### config.mk
export PLATFORM = sky130hd
export DESIGN_NAME = float32_to_fixed
export DESIGN_NICKNAME = d
export VERILOG_FILES = /design/src/rtl/float_fixed_pkg.sv /design/src/rtl/float32_classify.sv /design/src/rtl/float32_to_fixed.sv
export SDC_FILE = /design/constraint.sdc
export NUM_CORES = 1
export LEC_CHECK = 0
export BUFFER_PORTS_ARGS = -buffer_cell sky130_fd_sc_hd__buf_2
export CORE_MARGIN = 2
export CORE_UTILIZATION = 50
export DETAILED_ROUTE_END_ITERATION = 10
export HOLD_SLACK_MARGIN = 0.12
export PLACE_DENSITY_LB_ADDON = 0.1
export SLEW_MARGIN = 20
export SYNTH_ARGS = -nofsm -noshare
export SYNTH_HDL_FRONTEND = slang
export SYNTH_HIERARCHICAL = 1
export SYNTH_SLANG_ARGS = --single-unit
### constraint.sdc
create_clock -name clk -period 1.65 [get_ports clk]
set_input_delay 0.33 -clock clk [delete_from_list [all_inputs] [get_ports clk]]
set_output_delay 0.33 -clock clk [all_outputs]
set_load 0.005 [all_outputs]
### src/rtl/float_fixed_pkg.sv
// Shared constants and types for the float32 -> fixed-point converter.
// Fixed format is unsigned Q(INT_W).(FRAC_W) magnitude with separate sign and overflow flags.
package float_fixed_pkg;

    localparam int unsigned INT_W       = 8;
    localparam int unsigned FRAC_W      = 23;
    localparam int unsigned MANT_W      = 23;
    localparam int unsigned EXP_BIAS    = 127;
    localparam int unsigned EXP_SPECIAL = 255;
    localparam int unsigned DATA_W      = INT_W + FRAC_W;
    // Shift counter must hold FRAC_W+1, the largest right shift
    localparam int unsigned CNT_W       = $clog2(FRAC_W + 2);

    typedef enum logic [1:0] {
        StIdle,
        StShift,
        StRound,
        StDone
    } state_e;

    typedef enum logic [1:0] {
        ClsZero,
        ClsSpecial,
        ClsNormal
    } class_e;

    typedef struct packed {
        logic              negative;
        logic              overflow;
        logic [INT_W-1:0]  integer_part;
        logic [FRAC_W-1:0] decimal_part;
    } fixed_result_t;

endpackage

### src/rtl/float32_classify.sv
// Combinational front end: classifies an IEEE-754 single, computes the normalisation shift
// and presents the mantissa with its hidden bit aligned as Q(INT_W).(FRAC_W) value 1.mant.
module float32_classify
    import float_fixed_pkg::*;
(
    input  logic [31:0]       in_float,
    output class_e            cls,
    output logic              overflow,
    output logic              negative,
    output logic              shift_left,
    output logic [CNT_W-1:0]  shift_amt,
    output logic [DATA_W-1:0] aligned
);

    logic [7:0] exp_field;
    logic [8:0] up_dist;
    logic [8:0] down_dist;

    assign exp_field = in_float[30:23];
    assign negative  = in_float[31];
    assign aligned   = {{(INT_W - 1){1'b0}}, 1'b1, in_float[MANT_W-1:0]};
    assign up_dist   = {1'b0, exp_field} - 9'(EXP_BIAS);
    assign down_dist = 9'(EXP_BIAS) - {1'b0, exp_field};

    always_comb begin
        cls        = ClsNormal;
        overflow   = 1'b0;
        shift_left = 1'b0;
        shift_amt  = '0;
        if (exp_field == 8'd0) begin
            cls = ClsZero;
        end else if (exp_field == 8'(EXP_SPECIAL)) begin
            cls      = ClsSpecial;
            overflow = 1'b1;
        end else if (exp_field >= 8'(EXP_BIAS)) begin
            shift_left = 1'b1;
            if (up_dist > 9'(INT_W - 1)) begin
                overflow = 1'b1;
            end else begin
                shift_amt = up_dist[CNT_W-1:0];
            end
        end else if (down_dist > 9'(FRAC_W + 1)) begin
            // Anything this small has fully drained out of the fraction field
            shift_amt = CNT_W'(FRAC_W + 1);
        end else begin
            shift_amt = down_dist[CNT_W-1:0];
        end
    end

endmodule

### src/rtl/float32_to_fixed.sv
// IEEE-754 single to unsigned fixed-point converter with a one-bit-per-cycle normaliser.
// Define FLOAT32_TO_FIXED_ROUND_EN to round right shifts half-up via an extra ROUND cycle.
module float32_to_fixed
    import float_fixed_pkg::*;
(
    input  logic              clk,
    input  logic              rst,
    input  logic              in_valid,
    output logic              in_ready,
    input  logic [31:0]       in_float,
    output logic              out_valid,
    input  logic              out_ready,
    output logic [INT_W-1:0]  result_integer,
    output logic [FRAC_W-1:0] result_decimal,
    output logic              result_negative,
    output logic              result_overflow
);

    class_e            cls_class;
    logic              cls_overflow;
    logic              cls_negative;
    logic              cls_left;
    logic [CNT_W-1:0]  cls_amt;
    logic [DATA_W-1:0] cls_aligned;

    state_e            state_q, state_d;
    logic [DATA_W-1:0] data_q, data_d;
    logic [CNT_W-1:0]  cnt_q, cnt_d;
    logic              left_q, left_d;
    logic              neg_q, neg_d;
    logic              ovf_q, ovf_d;
`ifdef FLOAT32_TO_FIXED_ROUND_EN
    logic              guard_q, guard_d;
`endif

    fixed_result_t     res;

    float32_classify u_classify (
        .in_float   (in_float),
        .cls        (cls_class),
        .overflow   (cls_overflow),
        .negative   (cls_negative),
        .shift_left (cls_left),
        .shift_amt  (cls_amt),
        .aligned    (cls_aligned)
    );

    always_comb begin
        state_d = state_q;
        data_d  = data_q;
        cnt_d   = cnt_q;
        left_d  = left_q;
        neg_d   = neg_q;
        ovf_d   = ovf_q;
`ifdef FLOAT32_TO_FIXED_ROUND_EN
        guard_d = guard_q;
`endif
        unique case (state_q)
            StIdle: begin
                if (in_valid) begin
                    neg_d  = cls_negative;
                    ovf_d  = cls_overflow;
                    left_d = cls_left;
                    cnt_d  = cls_amt;
`ifdef FLOAT32_TO_FIXED_ROUND_EN
                    guard_d = 1'b0;
`endif
                    if (cls_overflow) begin
                        data_d  = '1;
                        state_d = StDone;
                    end else if (cls_class == ClsZero) begin
                        data_d  = '0;
                        state_d = StDone;
                    end else begin
                        data_d  = cls_aligned;
                        state_d = (cls_amt == '0) ? StDone : StShift;
                    end
                end
            end
            StShift: begin
                data_d = left_q ? (data_q << 1) : (data_q >> 1);
                cnt_d  = cnt_q - CNT_W'(1);
`ifdef FLOAT32_TO_FIXED_ROUND_EN
                if (!left_q) begin
                    guard_d = data_q[0];
                end
                if (cnt_q == CNT_W'(1)) begin
                    state_d = left_q ? StDone : StRound;
                end
`else
                if (cnt_q == CNT_W'(1)) begin
                    state_d = StDone;
                end
`endif
            end
`ifdef FLOAT32_TO_FIXED_ROUND_EN
            StRound: begin
                // Right shifts leave the integer field zero, so the carry cannot overflow
                data_d  = data_q + DATA_W'(guard_q);
                state_d = StDone;
            end
`endif
            StDone: begin
                if (out_ready) begin
                    state_d = StIdle;
                end
            end
            default: state_d = StIdle;
        endcase
    end

    always_ff @(posedge clk or posedge rst) begin
        if (rst) begin
            state_q <= StIdle;
            data_q  <= '0;
            cnt_q   <= '0;
            left_q  <= 1'b0;
            neg_q   <= 1'b0;
            ovf_q   <= 1'b0;
        end else begin
            state_q <= state_d;
            data_q  <= data_d;
            cnt_q   <= cnt_d;
            left_q  <= left_d;
            neg_q   <= neg_d;
            ovf_q   <= ovf_d;
        end
    end

`ifdef FLOAT32_TO_FIXED_ROUND_EN
    always_ff @(posedge clk or posedge rst) begin
        if (rst) begin
            guard_q <= 1'b0;
        end else begin
            guard_q <= guard_d;
        end
    end
`endif

    assign res = '{
        negative:     neg_q,
        overflow:     ovf_q,
        integer_part: data_q[DATA_W-1:FRAC_W],
        decimal_part: data_q[FRAC_W-1:0]
    };

    assign in_ready        = (state_q == StIdle);
    assign out_valid       = (state_q == StDone);
    assign result_integer  = res.integer_part;
    assign result_decimal  = res.decimal_part;
    assign result_negative = res.negative;
    assign result_overflow = res.overflow;

endmodule

==> results_dict.tcl <==
set metrics [dict create \
    drv_slew 0 \
    ys_ff_latch 41 \
    timing.final.ws_setup_ps -394.4 \
    die_w_um 83.99 \
    grt_use_met2_pct 40.65 \
    grtUsageMet1_pct 33.67 \
    finClkSkew_ps 10.32 \
    routed_wirelength_um 8765 \
    min_path_type "input pin to flip-flop" \
    synth_largest_area_cell "dfrtp_1" \
    dp.cells 496 \
    htreeDepth 2 \
    fin_crit_ps 2044 \
    antenna_found_initial 0 \
    cts_root_buf "clkbuf_8" \
    busiest_layer "met2" \
    critical_path_arrival_ps 2240 \
    viasPerCell 5.816 \
    rsz0062_at_grt "true" \
    hold_viol_final 0 \
    synth_compound_area_share_pct 31.33 \
    fmax_mhz 489.2 \
    finalCritPeriodShare_pct 123.9 \
    clock_latency_ps 300 \
    crit_type "input pin to flip-flop" \
    io_buffers 70 \
    ys.flop_type "dfrtp_1" \
    cts.sinks 41 \
    synth-xor-area-share_pct 0.5475 \
    synth.mux.area_fraction_pct 1.369 \
    stdcell_count 522 \
    end_kind "flip-flop" \
    cts_buffers 5 \
    clkTransAtPathRegs_ps 90 \
    ant_nets 0 \
    final_cell_mix "68 x buf_2, 41 x dfrtp_1, 39 x buf_4, 37 x nand2_1, 33 x a211oi_1" \
    hpwl_um 5351 \
    max_cap_viol_count 0 \
    wire_per_inst_um 16.79 \
    grt.total_usage_pct 24.55 \
    drc 0 \
    use_met3_pct 3.858 \
    setup_viol 38 \
    grt_pass1_vias 2815 \
    synth_top_family_by_area "compound AO/OA/AOI/OAI gates" \
    yosysTopAreaCellShare_pct 32.07 \
    synth_warnings 6 \
    chipHeight_um 83.99 \
    start_util_pct 50.97 \
    drt_iter0_markers 162 \
    synth_area_per_cell_um2 8.814 \
    syn_to_final_growth_pct 37.50 \
    die_area_mm2 0.007054 \
    syn_inst 363 \
    ys_top_cells_by_area "dfrtp_1 32%, a211oi_1 14%, buf_4 8.0%, o31ai_1 7.3%, nand2_1 4.6%" \
    antennaDiodeCount 0 \
    io_pins 71 \
    status "complete, but fails checks" \
    final_cell_area_mm2 0.004399 \
    fin_setup_tns_ps -11490 \
    grt_first_pass_wirelength_um 14020 \
    routed-via-count 3036 \
    clockBufferDepth 2 \
    fp-row-count 29 \
    core_mm2 0.006277 \
    crit_fanout 8 \
    first_pass_iters 4 \
    grt_max_degree 52 \
    cts_tree "built" \
    yosys.area_share.adder_pct 1.955 \
    fin_nets 485 \
    grt_overflow 0 \
    crit_required_ps 1850 \
    power.density_mw_per_mm2 1535 \
    synth_area_mm2 0.003199 \
    ys_seq_area_share_pct 32.07 \
    synth_edf_count 0 \
    violations "negative setup slack" \
    placed_area_mm2 0.003700 \
    gp_congestion 0.9061 \
    drive_gt1_share_pct 47.87 \
    synthDistinctLibCells 61 \
    whs_ps 234.6 \
    async_reset_ff_share_pct 100.0 \
    synth_simple_gate_area_share_pct 17.79 \
    p_leak_nw 1.909 \
    startpoint_type "input pin" \
    layout_commonest_cell "buf_2" \
    dp_slack_ps -728.4 \
    ir_drop_mv 1.077 \
]
registers in the layout, indices dropped and copies added, names as in the netlist:
register	cells
state_q	2
cnt_q	5
left_q	1
data_q	31
result_negative	1
result_overflow	1
cells in the mapped netlist (all sizes together) (2+ instances only):
library cell / count
a211oi: 59
buf: 53
dfrtp: 41
nand2: 39
o31ai: 31
nor2b: 20
inv: 15
a21oi: 12
clkbuf: 11
and2: 10
nor2: 6
a31oi: 5
ha: 5
and2b: 4
and4: 4
mux2: 3
nor3: 3
conb: 2
nand2b: 2
nand3: 2
o211a: 2
o21ai: 2
o21bai: 2
o22a: 2
o32ai: 2
or2: 2
or3b: 2
xnor2: 2
report_power, final:
group          internal (mW)  switching [mW]  leakage [nW]
logic                   1.91            2.07          1.38
registers               1.54           0.511         0.474
clock network          0.340           0.371        0.0512
path summary, 6_finish.rpt:
kind                                   start    endpoint  slack, ps  cells after the start
worst min-delay path               out_ready  state_q[1]        230                      2
worst min register to register      cnt_q[4]    cnt_q[4]        500                      1
max in group asynchronous                rst  data_q[30]        810                      4
worst max-delay path            in_float[24]  data_q[10]       -390                     12
worst max register to register      cnt_q[0]    cnt_q[4]         30                      5
min in group asynchronous                rst  data_q[15]        630                      4
critical path: stages:
cell       delay [ps]
buf_8             110
ha_4              190
buf_6             130
a22o_1            230
o2bb2ai_2         130
o32ai_4           310
buf_12            170
buf_4             130
buf_8             110
buf_12            130
a211oi_2           40
o31ai_1           230
per-stage QoR:
stage,total power [mW],util [%]
finish,6.751,70.08
floorplan,4.416,-
global route,7.295,70.08
detailed placement,5.686,58.94
CTS,6.610,67.19
global placement,5.634,58.94
layer usage:
layer / routed length (um) / share of wire, %
met1: 3951 / 45
met2: 4272 / 49
met3: 384 / 4.4
met4: 157 / 1.8
met5: 0 / 0
timing repair:
item	4_1_cts	5_1_grt
pin swaps	23	19
buffers inserted	10	5
hold endpoints to repair	41	0
cloned	4	1
hold buffers	1	0
setup endpoints to repair	39	39
resized for setup	63	23
layout make-up:
type | instances | area (um^2)
clock buffer | 6 | 82.58
timing repair buffer | 132 | 1074
clock inverter | 2 | 13.76
fill | 492 | 1878
tap | 77 | 96.34
multi-input combinational | 249 | 2051
inverter | 15 | 56.30
sequential | 41 | 1026
logic make-up (layout without fill, tap and decap cells):
| group | count (synthesis) | after routing |
|---|---|---|
| AOI/OAI and AO/OA | 129 | 129 |
| and+or+nand+nor | 101 | 101 |
| buffers and inverters | 79 | 155 |
| DFF | 41 | 41 |
| adders and majority gates | 5 | 5 |
| muxes | 4 | 4 |
| other | 2 | 8 |
| xor gates and xnor gates | 2 | 2 |
No activity file was read; power rests on OpenSTA's default activity.
